**src/rtl/output_vc_arbiter.sv**
```systemverilog
`default_nettype none
// ============================================================================
// Module      : output_vc_arbiter
// Description : Two-VC output port arbiter. It fills the VC that is not
//               selected by polarity and drains the VC that polarity selects.
// Revision    : 1.0 - initial release
// ============================================================================
module output_vc_arbiter #(
    parameter int PACKET_WIDTH = 64,
    parameter int NUM_REQ      = 3
) (
    input  logic                            clk,
    input  logic                            reset,
    input  logic                            polarity,
    input  logic [NUM_REQ-1:0]              req_even,
    input  logic [NUM_REQ-1:0]              req_odd,
    input  logic [NUM_REQ*PACKET_WIDTH-1:0] req_data,
    output logic [NUM_REQ-1:0]              grant_even,
    output logic [NUM_REQ-1:0]              grant_odd,
    input  logic                            ri,
    output logic                            so,
    output logic [PACKET_WIDTH-1:0]         dout
);

    localparam int c_PTR_W = (NUM_REQ > 1) ? $clog2(NUM_REQ) : 1;
    localparam logic [NUM_REQ-1:0] c_ONE = {{(NUM_REQ-1){1'b0}}, 1'b1};

    logic [PACKET_WIDTH-1:0] r_buf [2];
    logic [1:0]              r_full;
    logic [c_PTR_W-1:0]      r_ptr [2];
    logic                    r_so;
    logic [PACKET_WIDTH-1:0] r_dout;

    logic                    w_fill;
    logic                    w_drain;
    logic [NUM_REQ-1:0]      w_req;
    logic [NUM_REQ-1:0]      w_req_hi;
    logic [NUM_REQ-1:0]      w_pick;
    logic [NUM_REQ-1:0]      w_grant;
    logic [c_PTR_W-1:0]      w_next_ptr;
    logic [PACKET_WIDTH-1:0] w_fill_data;

    assign w_fill  = ~polarity;
    assign w_drain = polarity;
    assign w_req   = polarity ? req_even : req_odd;

    // Round robin: prefer requesters at or above the pointer, else wrap to the lowest.
    always_comb begin
        w_req_hi = '0;
        for (int i = 0; i < NUM_REQ; i++) begin
            w_req_hi[i] = w_req[i] && (c_PTR_W'(i) >= r_ptr[w_fill]);
        end
        w_pick  = (|w_req_hi) ? w_req_hi : w_req;
        w_grant = '0;
        if (reset && !r_full[w_fill]) begin
            w_grant = w_pick & (~w_pick + c_ONE);
        end
    end

    always_comb begin
        w_next_ptr  = '0;
        w_fill_data = '0;
        for (int i = 0; i < NUM_REQ; i++) begin
            if (w_grant[i]) begin
                w_next_ptr  = (i == NUM_REQ - 1) ? '0 : c_PTR_W'(i + 1);
                w_fill_data = req_data[i*PACKET_WIDTH +: PACKET_WIDTH];
            end
        end
    end

    assign grant_even = w_fill ? '0 : w_grant;
    assign grant_odd  = w_fill ? w_grant : '0;
    assign so         = r_so;
    assign dout       = r_dout;

    // Fill and drain always target opposite VCs, so both may act on one edge.
    always_ff @(posedge clk or negedge reset) begin
        if (!reset) begin
            r_full   <= 2'b00;
            r_ptr[0] <= '0;
            r_ptr[1] <= '0;
            r_buf[0] <= '0;
            r_buf[1] <= '0;
            r_so     <= 1'b0;
            r_dout   <= '0;
        end else begin
            r_so <= 1'b0;
            if (r_full[w_drain] && ri) begin
                r_so            <= 1'b1;
                r_dout          <= r_buf[w_drain];
                r_full[w_drain] <= 1'b0;
            end
            if (|w_grant) begin
                r_buf[w_fill]  <= w_fill_data;
                r_full[w_fill] <= 1'b1;
                r_ptr[w_fill]  <= w_next_ptr;
            end
        end
    end

endmodule
`default_nettype wire

```
**config.mk**
```make
export PLATFORM = sky130hd
export DESIGN_NAME = output_vc_arbiter
export DESIGN_NICKNAME = d
export VERILOG_FILES = /design/src/rtl/output_vc_arbiter.sv
export SDC_FILE = /design/constraint.sdc
export NUM_CORES = 1
export LEC_CHECK = 0
export CAP_MARGIN = 20
export CORE_MARGIN = 3
export CORE_UTILIZATION = 44
export CTS_CLUSTER_SIZE = 16
export DETAILED_ROUTE_END_ITERATION = 10
export PLACE_DENSITY = 0.78
export SYNTH_ARGS = -nofsm -noshare
export SYNTH_HDL_FRONTEND = slang
export SYNTH_SLANG_ARGS = --single-unit
```
**constraint.sdc**
```tcl
create_clock -name clk -period 1.8 [get_ports clk]
set_clock_uncertainty 0.05 [all_clocks]
set_input_delay 0.18 -clock clk [delete_from_list [all_inputs] [get_ports clk]]
set_output_delay 0.18 -clock clk [all_outputs]
set_load 0.005 [all_outputs]
```
# [Word-level counts from Yosys, hierarchy flattened]
# Index checks and enable logic that the tools add are counted.
[totals] reg_bits=199 inputBits=202 wordCells=71
[classes] addsub=1 n_lt_le_gt_ge=10 n_mux=34 bitwise_logic=8 reduce_logical=11
[ops] cell="2-to-1 mux 64 bit" count=7
[ops] cell="bitwise mux 128 bit" count=1
[ops] cell="demux 64 bit (select 1 bit)" count=1
[ops] cell="2-to-1 mux 2 bit" count=8
[ops] cell="2-to-1 mux 3 bit" count=5
[ops] cell="logical AND 1 bit" count=8
[ops] cell="2-to-1 mux 1 bit" count=8
[ops] cell="OR reduction 3 bit" count=2
[ops] cell="bitwise mux 4 bit" count=1
[ops] cell="greater-or-equal comparator 1 x 2 -> 1 bit (first input constant)" count=2
[ops] cell="greater-or-equal comparator 2 bit (second input constant)" count=2
[ops] cell="less-than comparator 1 x 2 -> 1 bit (second input constant)" count=2
[ops] cell="NOT 1 -> 2 bit" count=2
[ops] cell="adder 3 x 1 -> 3 bit (second input constant)" count=1
[ops] cell="bitwise AND 3 bit" count=1
[ops] cell="NOT 3 bit" count=1
[ops] cell="bitwise AND 2 bit" count=1
[ops] cell="demux 1 bit (select 1 bit)" count=2
[ops] cell="demux 2 bit (select 1 bit)" count=1
[ops] cell="greater-or-equal comparator 1 bit (second input constant)" count=2
[ops] cell="greater-or-equal comparator 2 bit (first input constant)" count=1
[ops] cell="less-than comparator 2 x 1 -> 1 bit (second input constant)" count=1
[ops] cell="NOT 2 bit" count=1
[ops] cell="bitwise OR 2 bit" count=1
[ops] cell="other kinds (2)" count=2

# [Logic depth before layout (Yosys ltp)]
# Gate-level depths: netlist of run 1.
[depth] word_depth=17 depth_mapped=10

# [Worst setup path after synthesis of run 1]
# No wires, ideal clock.
[synth_timing] kind="register -> register" startpoint="reg r_ptr[1] (netlist bit)" endpoint="reg r_buf[25] (netlist bit)" t_arrival_ns=1.580 required_ns=1.615 slack_ns=0.036 stages_incl_launch_ff=8 n_path_buf=2 synth_period_minus_slack_ns=1.764 path_cell_list="dfrtp_1 mux2_4 o221ai_1 o21ba_2 buf_6 buf_6 a221oi_2 o31ai_1"
[synth_between] elab_chain_cells=15 word_cells_on_any_way=20
[synth_rtl] element="start, declared" line="30" rtl="logic [c_PTR_W-1:0] r_ptr [2];"
[synth_rtl] element="start signal, assigned by index" line="96" rtl="r_ptr[w_fill] <= w_next_ptr;"
[synth_rtl] element="2-to-1 mux 2 bit (not written as such) (*) (3 in series)" line="51" rtl="w_req_hi[i] = w_req[i] && (c_PTR_W'(i) >= r_ptr[w_fill]);"
[synth_rtl] element="greater-or-equal comparator 1 x 2 -> 1 bit / greater-or-equal comparator 2 bit (equally long branches)" line="51"
[synth_rtl] element="logical AND 1 bit" line="51"
[synth_rtl] element="OR reduction 3 bit" line="53" rtl="w_pick = (|w_req_hi) ? w_req_hi : w_req;"
[synth_rtl] element="2-to-1 mux 3 bit (*)" line="53"
[synth_rtl] element="NOT 3 bit" line="56" rtl="w_grant = w_pick & (~w_pick + c_ONE);"
[synth_rtl] element="adder 3 x 1 -> 3 bit" line="56"
[synth_rtl] element="bitwise AND 3 bit (*)" line="56"
[synth_rtl] element="2-to-1 mux 3 bit (*)" line="55" rtl="if (reset && !r_full[w_fill]) begin"
[synth_rtl] element="2-to-1 mux 64 bit (3 in series)" line="64" rtl="if (w_grant[i]) begin"
[synth_rtl] element="bitwise mux 128 bit" line="94" rtl="r_buf[w_fill] <= w_fill_data;"
[synth_rtl] element="end signal, assigned by index" line="94"
[synth_rtl] element="end, declared" line="28" rtl="logic [PACKET_WIDTH-1:0] r_buf [2];"
# Every way passes the cells marked *; elsewhere a longest branch is shown, timed or not. The select of a mux whose other input is x is not followed.
# A chain may end at the register's enable or synchronous reset.

# [Worst setup path after layout of run 1]
[layout_timing] startpoint="reg r_ptr[3] (netlist bit)" endpoint="reg r_buf[64] (netlist bit)"
# Same word-level chain as after synthesis.

==> summary.txt, run 1 <==
Critical path
  – Ordered list of cells on the worst path: mux2_4 > buf_6 > a21oi_4 > buf_8 > buf_6 > a221oi_1 > buf_4 > o31ai_1
  – Critical path launch point type: flip-flop
  – Critical Path Fanout Max: 17
  – Cell mode on critical path: buf_6
  – Crit Path Class: flip-flop to flip-flop
  – Reg2Reg Setup Slack: -0.35 ns
  – R2R Path Start: r_ptr[3]
  – Crit path from: r_ptr[3]
  – Worst path max stage delay: 0.45 ns
  – CP endpoint kind: flip-flop
  – CP max stage cell: dfrtp_2
  – Worst Path Required: 2.08 ns
  – Critical path data arrival time: about 2.4 ns
  – Reg2reg end: r_buf[64]
  – R2R depth: 8

Logic synthesis
  – Mapped cell area: about 9500 um2
  – Largest area contributor in the netlist: dfrtp_1
  – Post-synth top area share: 0.524
  – Average size of a mapped cell: 10.5 um2
  – Most common cell in the netlist: dfrtp_1
  – Post-synthesis cell type count: 31
  – Syn_nets: 1,111
  – Ys flop type: dfrtp_1
  – Synth area leaders: dfrtp_1 52%, o31ai_1 10%, nand2_1 7.7%, mux2i_1 6.8%, a221oi_2 6.3%
  – Synthesis Warnings: 0
  – Commonest cells in the netlist: 199 x dfrtp_1, 196 x nand2_1, 128 x o31ai_1
  – Sequential share of the synthesized area: 0.524
  – Number of flops mapped to enable cells by yosys: 0
  – Syn Inst Count: roughly 910
  – Async set-or-reset flop fraction in the synthesized netlist: 1.00
  – Register bit count reported by yosys: 199

Power
  – P per Cell Area: 1240 nW/um2
  – Int Power: 0.0125 W
  – Combinational power share: 0.424
  – Clock Power Share: 0.200
  – P_leak: 6.53 nW
  – Sequential share of power: 0.376
  – NetSw: 0.00674 W
  – Peak supply drop: between 0.0006 and 0.0007 V
  – Sw Share: 0.351

Finish
  – Layout area overhead: 63.7%
  – Multi-input logic area: 5290 um2
  – Register area: 4980 um2
  – FILL cells: 1,334
  – Nets: 1,435
  – Final core occ: 0.736
  – Share of cells above drive strength 1: 0.254

Floorplan
  – IO Pins: 273
  – Die Y: 153 um
  – Core box area: 21,200 um2
  – Initial core utilization: 0.450
  – Die area: 23,400 um2
  – Std-Cell Rows: 53
  – Die X: 153 um

STA
  – Actual slew at the worst max-slew pin: 0.780 ns
  – RSZ-0062 raised after global routing: true
  – Worst hold slack: -0.00238 ns
  – FMAX: 466 MHz
  – Slew margin rel.: 0.480
  – Part of the cycle the worst path needs: 1.19
  – Final WS setup: -0.348 ns
  – Max-slew violation count: 0
  – Final Critical Period: between 2 and 2.5 ns
  – Final Hold Vio Count: 1
  – Finish-stage setup viols: between 100 and 150

Routing
  – Avg Vias per Cell: 5.83
  – DR WL/cell: 21.5 um
  – Drt total wl: 32,700 um
  – Initial DRC count: 521
  – Final routed DRC violation total: 0
  – DR vias: ~8,900
  – DR pass1 iterations: 5
  – Post-route ant nets: 0

Outcome
  – Failing checks: hold timing, setup timing
  – Status: finished, violations left

Min path
  – Hold crit path type: input pin to asynchronous set/reset pin

Placement
  – Port Buf Inserts: 272
  – Final Wtd Congestion: 0.865
  – Post-DP HPWL: 19,500 um

Global route
  – Number of global-route vias before repair: 9,297
  – Gr busiest metal: met2
  – Initial antenna violation count: 1
  – Met1 usage: 0.332
  – GR Overflow Total: 0
  – Largest net degree at the start of global routing: 140
  – Grt met3 use: 0.0600
  – Global-route wire length before repair: 50,800 um
  – Total Routing Usage GR: 0.271
  – GR Util met2: 0.459

Clocking
  – H-tree level count: 4
  – Num CTS Buffers: 17
  – Clock network latency to the later pin of the worst-skew pair: between 0.4 and 0.5 ns
  – Max clock buf depth: 2
  – Clk root buf: clkbuf_16
  – Clock-pin slew on the worst setup and hold paths: 0.08 ns
  – Num Clock Sinks: 199
  – TritonCTS clock tree: done

Run
  – Max Cap Viol: 0
## flip-flops by register name, summed over array words and instances (netlist names)
register and count:
r_ptr 4, so 1, r_buf 128, dout 64, r_full 2
## routing by layer
layer,share of wire,up-vias
met5,0,-
met1,0.39,4433
li1,-,4029
met2,0.51,334
met3,0.056,80
met4,0.038,0
## cell type report
cell class                      count  area share
Clock buffer                       17      0.0273
Antenna cell                        1    0.000161
Tap cell                          275      0.0221
Clock inverter                     15      0.0105
Sequential cell                   199       0.320
Inverter                            4    0.000964
Timing Repair Buffer              392       0.280
Multi-Input combinational cell    619       0.339
## through the flow
| stage | worst slack (ns) | setup TNS (ns) | power, W | instances | area (um2) |
|---|---|---|---|---|---|
| floorplan | 0.0358 | 0 | 0.0102 | 909 | 9510 |
| global placement | -0.534 | -58.13 | 0.0134 | 1450 | 13100 |
| detailed placement | -0.581 | -65.57 | 0.0137 | 1450 | 13100 |
| CTS | -0.344 | -30.27 | 0.0187 | 1516 | 15200 |
| global route | -0.417 | -41.89 | 0.0203 | 1522 | 15600 |
| finish | -0.348 | -31.10 | 0.0192 | 1522 | 15600 |
## power groups by stage
stage	clock network (W)	logic, W	registers [W]
6_report	0.00385	0.00816	0.00723
5_1_grt	0.00408	0.00881	0.00742
4_1_cts	0.00388	0.00768	0.00715
3_5_place_dp	0	0.00649	0.00723
3_3_place_gp	0	0.00632	0.00713
2_1_floorplan	0	0.00308	0.00711
## cells in the final DEF, fill, tap and decap left out, drive strengths merged, types with 2 or more instances in the layout
| cell | count |
|---|---|
| and3 | 6 |
| nand2 | 196 |
| nand2b | 2 |
| mux2i | 65 |
| nor2 | 4 |
| a32oi | 2 |
| o311ai | 2 |
| a21oi | 65 |
| o21ai | 67 |
| and3b | 2 |
| o21a | 2 |
| a221oi | 64 |
| inv | 11 |
| clkdlybuf4s50 | 264 |
| clkinv | 6 |
| nor3b | 2 |
| a22oi | 2 |
| buf | 125 |
| dfrtp | 199 |
| a21o | 4 |
| clkbuf | 19 |
| o31ai | 128 |
## how the worst max path moves through the flow
stage / endpoint / cells after the start
after floorplan: r_buf[25] / 7
final: r_buf[64] / 8
after global routing: r_buf[101] / 9
after global placement: r_buf[127] / 9
after detailed placement: r_buf[127] / 9
after CTS: grant_even[2] / 6
## logic make-up (layout without fill, tap and decap cells)
family	count (synthesis)	count (layout)	share of synthesized area
AOI/OAI and AO/OA	339	339	0.269
buffers and inverters	91	428	0.0484
DFF	199	199	0.524
muxes	66	66	0.0700
other	0	1	0
and+or+nand+nor	214	214	0.0889
## critical path: cells and delay by family, from the launching register on
family,cells,cell delay [ns]
buffers and inverters,4,0.73
flip-flops,1,0.45
AO/OA/AOI/OAI,3,0.52
multiplexers,1,0.29
## what timing repair did
item                                    in CTS  in global routing
endpoints found under the setup margin     134                135
hold buffers                                 1                  0
resized for setup                          179                 57
gates cloned                                 9                  1
buffers inserted                            27                  6
pin swaps                                   93                 51
endpoints found under the hold margin        2                  0
(Power assumes the default switching activity.)
==> run 2: changes to the inputs <==
--- a/config.mk
+++ b/config.mk
@@ -6,6 +6,7 @@
 export NUM_CORES = 1
 export LEC_CHECK = 0
 export CAP_MARGIN = 20
+export CORE_ASPECT_RATIO = 1.4
 export CORE_MARGIN = 3
 export CORE_UTILIZATION = 44
 export CTS_CLUSTER_SIZE = 16
==> summary.txt, run 2 (same netlist as run 1, synthesis figures left out) <==
Outcome
  – Status: finished, violations left
  – Failing checks: setup timing

Floorplan
  – Die X: 130 um (-15%)
  – IO Pins: 273 (unchanged)
  – Die Y: 180 um (+18%)
  – Core box area: 21,200 um2 (+0.24%)
  – Die area: 23,400 um2 (+0.10%)
  – Initial core utilization: 0.449 (-0.00106)
  – Std-Cell Rows: 63 (+19%)

Placement
  – Port Buf Inserts: 272 (unchanged)
  – Final Wtd Congestion: 0.899 (+3.9%)
  – Post-DP HPWL: 19,700 um (+0.87%)
  – Dpl cell area: 12,900 um2 (-1.3%)

Routing
  – Avg Vias per Cell: 5.99 (+2.7%)
  – DR WL/cell: 23.3 um (+8.4%)
  – Initial DRC count: 676 (+30%)
  – DR vias: 9,095 (+2.5%)
  – Drt total wl: 35,400 um (+8.1%)
  – Post-route ant nets: 0 (unchanged)
  – Final routed DRC violation total: 0 (unchanged)
  – DR pass1 iterations: 5 (unchanged)

STA
  – RSZ-0062 raised after global routing: true
  – Max-slew violation count: 0 (unchanged)
  – Slew margin rel.: 0.477 (-0.00274)
  – Final WS setup: -0.408 ns (-0.0601 ns)
  – Finish-stage setup viols: 134 (unchanged)
  – Part of the cycle the worst path needs: 1.23 (+0.0334)
  – FMAX: 453 MHz (-2.7%)
  – Actual slew at the worst max-slew pin: 0.784 ns (+0.00411 ns)
  – Final Hold Vio Count: 0 (-1)
  – Final Critical Period: 2.21 ns (+0.0601 ns)

Finish
  – Share of cells above drive strength 1: 0.259 (+0.00455)
  – Most common cell after layout, fill and taps aside: clkdlybuf4s50_1
  – Layout area overhead: 65.7%
  – Final instance area: 15,800 um2 (+1.2%)
  – Largest Register: r_buf
  – Register area: 4980 um2 (unchanged)
  – Multi-input logic area: 5360 um2 (+1.5%)
  – Most frequent cells in the layout: 264 x clkdlybuf4s50_1, 198 x dfrtp_1, 194 x nand2_1, 86 x o31ai_1, 65 x mux2i_1
  – FILL cells: 1,313 (-1.6%)
  – Nets: 1,446 (+0.77%)
  – Max reg flops: 128 (unchanged)

Power
  – P_leak: 6.60 nW (+0.93%)
  – P per Cell Area: 1250 nW/um2 (+1.1%)
  – Peak supply drop: 0.000646 V (+4.9%)
  – Total power draw: 0.0197 W (+2.4%)

Critical path
  – Critical path data arrival time: 1.98 ns (-0.45 ns)
  – Ordered list of cells on the worst path: nand2_2 > a32o_2 > buf_6 > o21ai_4 > and3_4 > buf_6
  – Top delay family on crit path: compound AO/OA/AOI/OAI gates
  – Cell mode on critical path: buf_6
  – Critical Path Fanout Max: 5 (-12)
  – Crit Path Class: flip-flop to primary output
  – WP buf/inv: 2 (-2)
  – CP endpoint kind: primary output
  – Critical path launch point type: flip-flop
  – Worst path max stage delay: 0.43 ns (-0.02 ns)
  – CP max stage cell: dfrtp_1
  – Worst Path Required: 1.57 ns (-0.51 ns)

Run
  – Max Cap Viol: 0 (unchanged)

Clocking
  – Clock network latency to the later pin of the worst-skew pair: 0.42 ns (about the same)
  – Num CTS Buffers: 17 (unchanged)
  – Max clock buf depth: 2 (unchanged)
  – Clk root buf: clkbuf_16
  – Num Clock Sinks: 199 (unchanged)
  – Hold Buf Count CTS: 0 (-1)
  – Clock-pin slew on the worst setup and hold paths: 0.07 ns (about the same)
  – TritonCTS clock tree: done
  – H-tree level count: 4 (unchanged)

Global route
  – Total Routing Usage GR: 0.279 (+0.00882)
  – Largest net degree at the start of global routing: 147 (+5.0%)
  – Global-route wire length before repair: 51,100 um (+0.62%)
  – Initial antenna violation count: 3 (+2)
  – Number of global-route vias before repair: 9,475 (+1.9%)
  – GR Overflow Total: 0 (unchanged)

Min path
  – Hold crit path type: input pin to asynchronous set/reset pin
==> run 2: changes by cell type in the layout (fill, tap and decap cells not counted), moves of 3 or more <==
| cell | delta |
|---|---|
| o31ai_2 | -8 |
| o31ai_1 | +7 |
| a221oi_4 | +6 |
| buf_6 | +6 |
| a221oi_2 | -5 |
| buf_8 | +5 |
| a21oi_1 | -4 |
| a21oi_4 | +3 |
| buf_12 | -3 |
| inv_6 | -3 |
==> run 2: cell type report <==
type / count / share of cell area
inverter: 4 / 0.000953
antenna: 3 / 0.000476
timing repair buffer: 403 / 0.287
clock inverter: 13 / 0.00746
tap: 260 / 0.0206
clock buffer: 17 / 0.0270
sequential: 199 / 0.316
multi-input combinational: 619 / 0.340
==> run 2: metal layers <==
| metal | wire length, um | up-vias | GRT usage |
|---|---|---|---|
| met5 | 0 | - | 0 |
| met4 | 2020 | 0 | 0.149 |
| met3 | 2120 | 120 | 0.0559 |
| met2 | 18200 | 395 | 0.471 |
| met1 | 13000 | 4518 | 0.330 |
| li1 | - | 4062 | - |
==> run 2: through the flow <==
stage / setup WS, ns / utilization / TNS (ns) / instances / hold slack (ns)
after floorplan: 0.0358 / - / 0 / 909 / -0.166
after global placement: -0.664 / 0.610 / -76.90 / 1429 / 0.408
after detailed placement: -0.741 / 0.610 / -84.68 / 1429 / 0.415
after CTS: -0.343 / 0.714 / -31.25 / 1496 / 0.0584
after global routing: -0.493 / 0.743 / -50.97 / 1518 / 0.117
final: -0.408 / 0.743 / -42.24 / 1518 / 0.0695
==> run 2: repair_timing <==
item	4_1_cts	5_1_grt
buffers inserted	26	19
setup endpoints to repair	136	137
pin swaps	40	70
endpoints found under the hold margin	0	0
gates resized for setup	221	65
cloned	12	3
==> run 2: final timing paths <==
path | start | endpoint | slack, ns | depth (start not counted)
hold reg to reg | r_buf[113] | r_buf[113] | 0.43 | 2
max in group asynchronous | reset | r_ptr[3] | 1.03 | 3
setup / recovery | r_ptr[1] | grant_odd[0] | -0.41 | 6
setup reg to reg | r_ptr[1] | r_buf[109] | -0.40 | 8
hold / removal | reset | r_ptr[1] | 0.07 | 3
min in group clk | reset | r_buf[76] | 0.22 | 4
==> run 2: where the power goes <==
part           internal, W  switching, W
Clock              0.00181       0.00181
Combinational      0.00462       0.00419
Sequential         0.00622       0.00104
Total               0.0126       0.00704
==> run 2: worst register-to-register path, stage by stage, from the launching register on <==
cell,delay (ns)
dfrtp_1,0.43
nand2_2,0.09
a32o_2,0.34
o21a_4,0.23
buf_6,0.13
buf_4,0.20
buf_4,0.18
a21oi_1,0.33
o31ai_2,0.12
==> run 3: changes to the inputs <==
--- a/config.mk
+++ b/config.mk
@@ -7,7 +7,7 @@
 export LEC_CHECK = 0
 export CAP_MARGIN = 20
 export CORE_ASPECT_RATIO = 1.4
-export CORE_MARGIN = 3
+export CORE_MARGIN = 2
 export CORE_UTILIZATION = 44
 export CTS_CLUSTER_SIZE = 16
 export DETAILED_ROUTE_END_ITERATION = 10
==> summary.txt, run 3 (same netlist as run 1, synthesis figures left out) <==
Outcome
  – Status: finished, violations left
  – Failing checks: setup timing

Critical path
  – Ordered list of cells on the worst path: nand2b_4 > a32oi_4 > buf_6 > o21ai_4 > buf_6 > buf_8 > buf_8 > a221oi_4 > o31ai_1
  – Critical path launch point type: flip-flop
  – Crit path depth: 9 (+3)
  – R2R depth: 9 (+1)
  – CP max stage cell: dfrtp_2
  – Crit Path Class: flip-flop to flip-flop
  – Critical path data arrival time: 2.45 ns (+0.47 ns)
  – Critical Path Fanout Max: 13 (+8)
  – CP endpoint kind: flip-flop
  – Worst path max stage delay: 0.46 ns (+0.03 ns)
  – Worst Path Required: 2.07 ns (+0.50 ns)
  – Top delay family on crit path: buffers and inverters
  – WP buf/inv: 4 (+2)
  – Reg2Reg Setup Slack: -0.38 ns (+0.02 ns)

Power
  – Clock Power Share: 0.199 (+0.015)
  – Sw Share: 0.348 (-0.00954)
  – NetSw: 0.00656 W (-6.8%)
  – Int Power: 0.0123 W (-2.8%)
  – Peak supply drop: 0.000737 V (+14%)
  – Total power draw: 0.0189 W (-4.2%)
  – P_leak: 6.26 nW (-5.1%)
  – Combinational power share: 0.418 (-0.029)
  – P per Cell Area: 1250 nW/um2 (+0.17%)
  – Sequential share of power: 0.383 (+0.014)

Placement
  – Final Wtd Congestion: 0.834 (-7.2%)
  – Port Buf Inserts: 272 (unchanged)
  – Post-DP HPWL: 19,200 um (-2.3%)

Routing
  – DR WL/cell: 21.7 um (-6.8%)
  – Drt total wl: 32,000 um (-9.6%)
  – Post-route ant nets: 0 (unchanged)
  – DR vias: 8,739 (-3.9%)
  – Initial DRC count: 590 (-13%)
  – Final routed DRC violation total: 0 (unchanged)
  – Avg Vias per Cell: 5.94 (-0.91%)
  – DR pass1 iterations: 5 (unchanged)

Floorplan
  – Initial core utilization: 0.449 (unchanged)
  – Core box area: 21,200 um2 (unchanged)
  – Die area: 22,800 um2 (-2.6%)
  – IO Pins: 273 (unchanged)
  – Std-Cell Rows: 63 (unchanged)
  – Die X: 128 um (-1.5%)
  – Die Y: 178 um (-1.1%)

STA
  – Final WS setup: -0.379 ns (+0.0291 ns)
  – Final Hold Vio Count: 0 (unchanged)
  – Final Critical Period: 2.18 ns (-0.0291 ns)
  – Max-slew violation count: 0 (unchanged)
  – Finish-stage setup viols: 134 (unchanged)
  – RSZ-0062 raised after global routing: true
  – Slew margin rel.: 0.465 (-0.0116)
  – Worst hold slack: 0.102 ns (+0.0327 ns)
  – Actual slew at the worst max-slew pin: 0.802 ns (+0.0174 ns)
  – FMAX: 459 MHz (+1.3%)
  – Part of the cycle the worst path needs: 1.21 (-0.0162)

Finish
  – Share of cells above drive strength 1: 0.213 (-0.0456)
  – Most frequent cells in the layout: 264 x clkdlybuf4s50_1, 197 x dfrtp_1, 193 x nand2_1, 95 x o31ai_1, 65 x mux2i_1
  – Nets: 1,399 (-3.3%)
  – FILL cells: 1,457 (+11%)
  – Layout area overhead: 58.5%
  – Most common cell after layout, fill and taps aside: clkdlybuf4s50_1
  – Max reg flops: 128 (unchanged)
  – Largest Register: r_buf

Clocking
  – Clock-pin slew on the worst setup and hold paths: 0.07 ns (about the same)
  – Max clock buf depth: 2 (unchanged)
  – H-tree level count: 4 (unchanged)
  – TritonCTS clock tree: done
  – Num CTS Buffers: 17 (unchanged)
  – Clk root buf: clkbuf_16
  – Num Clock Sinks: 199 (unchanged)
  – Clock network latency to the later pin of the worst-skew pair: 0.43 ns (about the same)

Global route
  – Largest net degree at the start of global routing: 129 (-12%)
  – GR Overflow Total: 0 (unchanged)
  – Total Routing Usage GR: 0.269 (-0.0107)
  – Global-route wire length before repair: 47,200 um (-7.6%)
  – Initial antenna violation count: 2 (-1)
  – Number of global-route vias before repair: 8,859 (-6.5%)

Min path
  – Hold crit path type: input pin to asynchronous set/reset pin

Run
  – Max Cap Viol: 0 (unchanged)
-- run 3: cell count changes in the layout (fill, tap and decap cells not counted), sizes merged --
| cell | change |
|---|---|
| buf | -49 |
| bufinv | +1 |
| clkbuf | +1 |
| clkinv | -1 |
| dlygate4sd3 | +1 |
| dlymetal6s4s | +1 |
-- run 3: layout make-up --
type / count / area (um2) / area share
well taps: 260 / 325 / 0.0216
clock buffers: 18 / 439 / 0.0291
flip-flops and latches: 199 / 4980 / 0.331
multi-input cells: 619 / 5310 / 0.352
repair buffers: 356 / 3860 / 0.256
clock inverters: 13 / 136 / 0.00905
diodes: 3 / 7.51 / 0.000498
inverters: 4 / 15.0 / 0.000996
-- run 3: repair_timing --
action / in CTS / in global routing
setup buffers: 14 / 4
gates cloned: 6 / 3
hold buffers: 1 / 1
pin swaps: 51 / 56
endpoints found under the hold margin: 158 / 2
gates resized for setup: 163 / 75
setup endpoints to repair: 136 / 140
-- run 3: final timing paths --
kind,end,from
min,r_buf[78],reset
min reg2reg,r_buf[75],r_buf[75]
max reg2reg,r_buf[96],r_ptr[3]
max in group asynchronous,r_buf[122],reset
min in group clk,r_ptr[2],reset
max,r_buf[96],r_ptr[3]
-- run 3: worst reg2reg max path: cells and delay by family, from the launching register on --
family | cells | cell delay, ns
and+or+nand+nor | 1 | 0.17
AOI/OAI and AO/OA | 4 | 0.62
buffers and inverters | 4 | 0.77
DFF | 1 | 0.46
-- run 3: power groups by stage --
stage / clock network, W / registers (W) / logic [W]
2_1_floorplan: 0 / 0.00711 / 0.00308
3_3_place_gp: 0 / 0.00714 / 0.00613
3_5_place_dp: 0 / 0.00724 / 0.00631
4_1_cts: 0.00383 / 0.00717 / 0.00731
5_1_grt: 0.00398 / 0.00740 / 0.00850
6_report: 0.00376 / 0.00722 / 0.00788
-- run 3: metal layers --
layer | vias to the layer above | part of all wire | track usage
li1 | 3957 | - | -
met1 | 4312 | 0.37 | 0.314
met2 | 363 | 0.52 | 0.466
met3 | 107 | 0.051 | 0.0428
met4 | 0 | 0.056 | 0.153
met5 | - | 0 | 0
-- run 3: through the flow --
step	worst slack [ns]	TNS (ns)	cell area (um2)	util	cells
finish	-0.379	-38.96	15100	0.711	1472
global route	-0.404	-44.78	15100	0.711	1471
CTS	-0.379	-35.55	14600	0.687	1464
detailed placement	-0.616	-63.46	12800	0.605	1416
global placement	-0.579	-58.28	12800	0.605	1416
floorplan	0.0358	0	9510	-	909
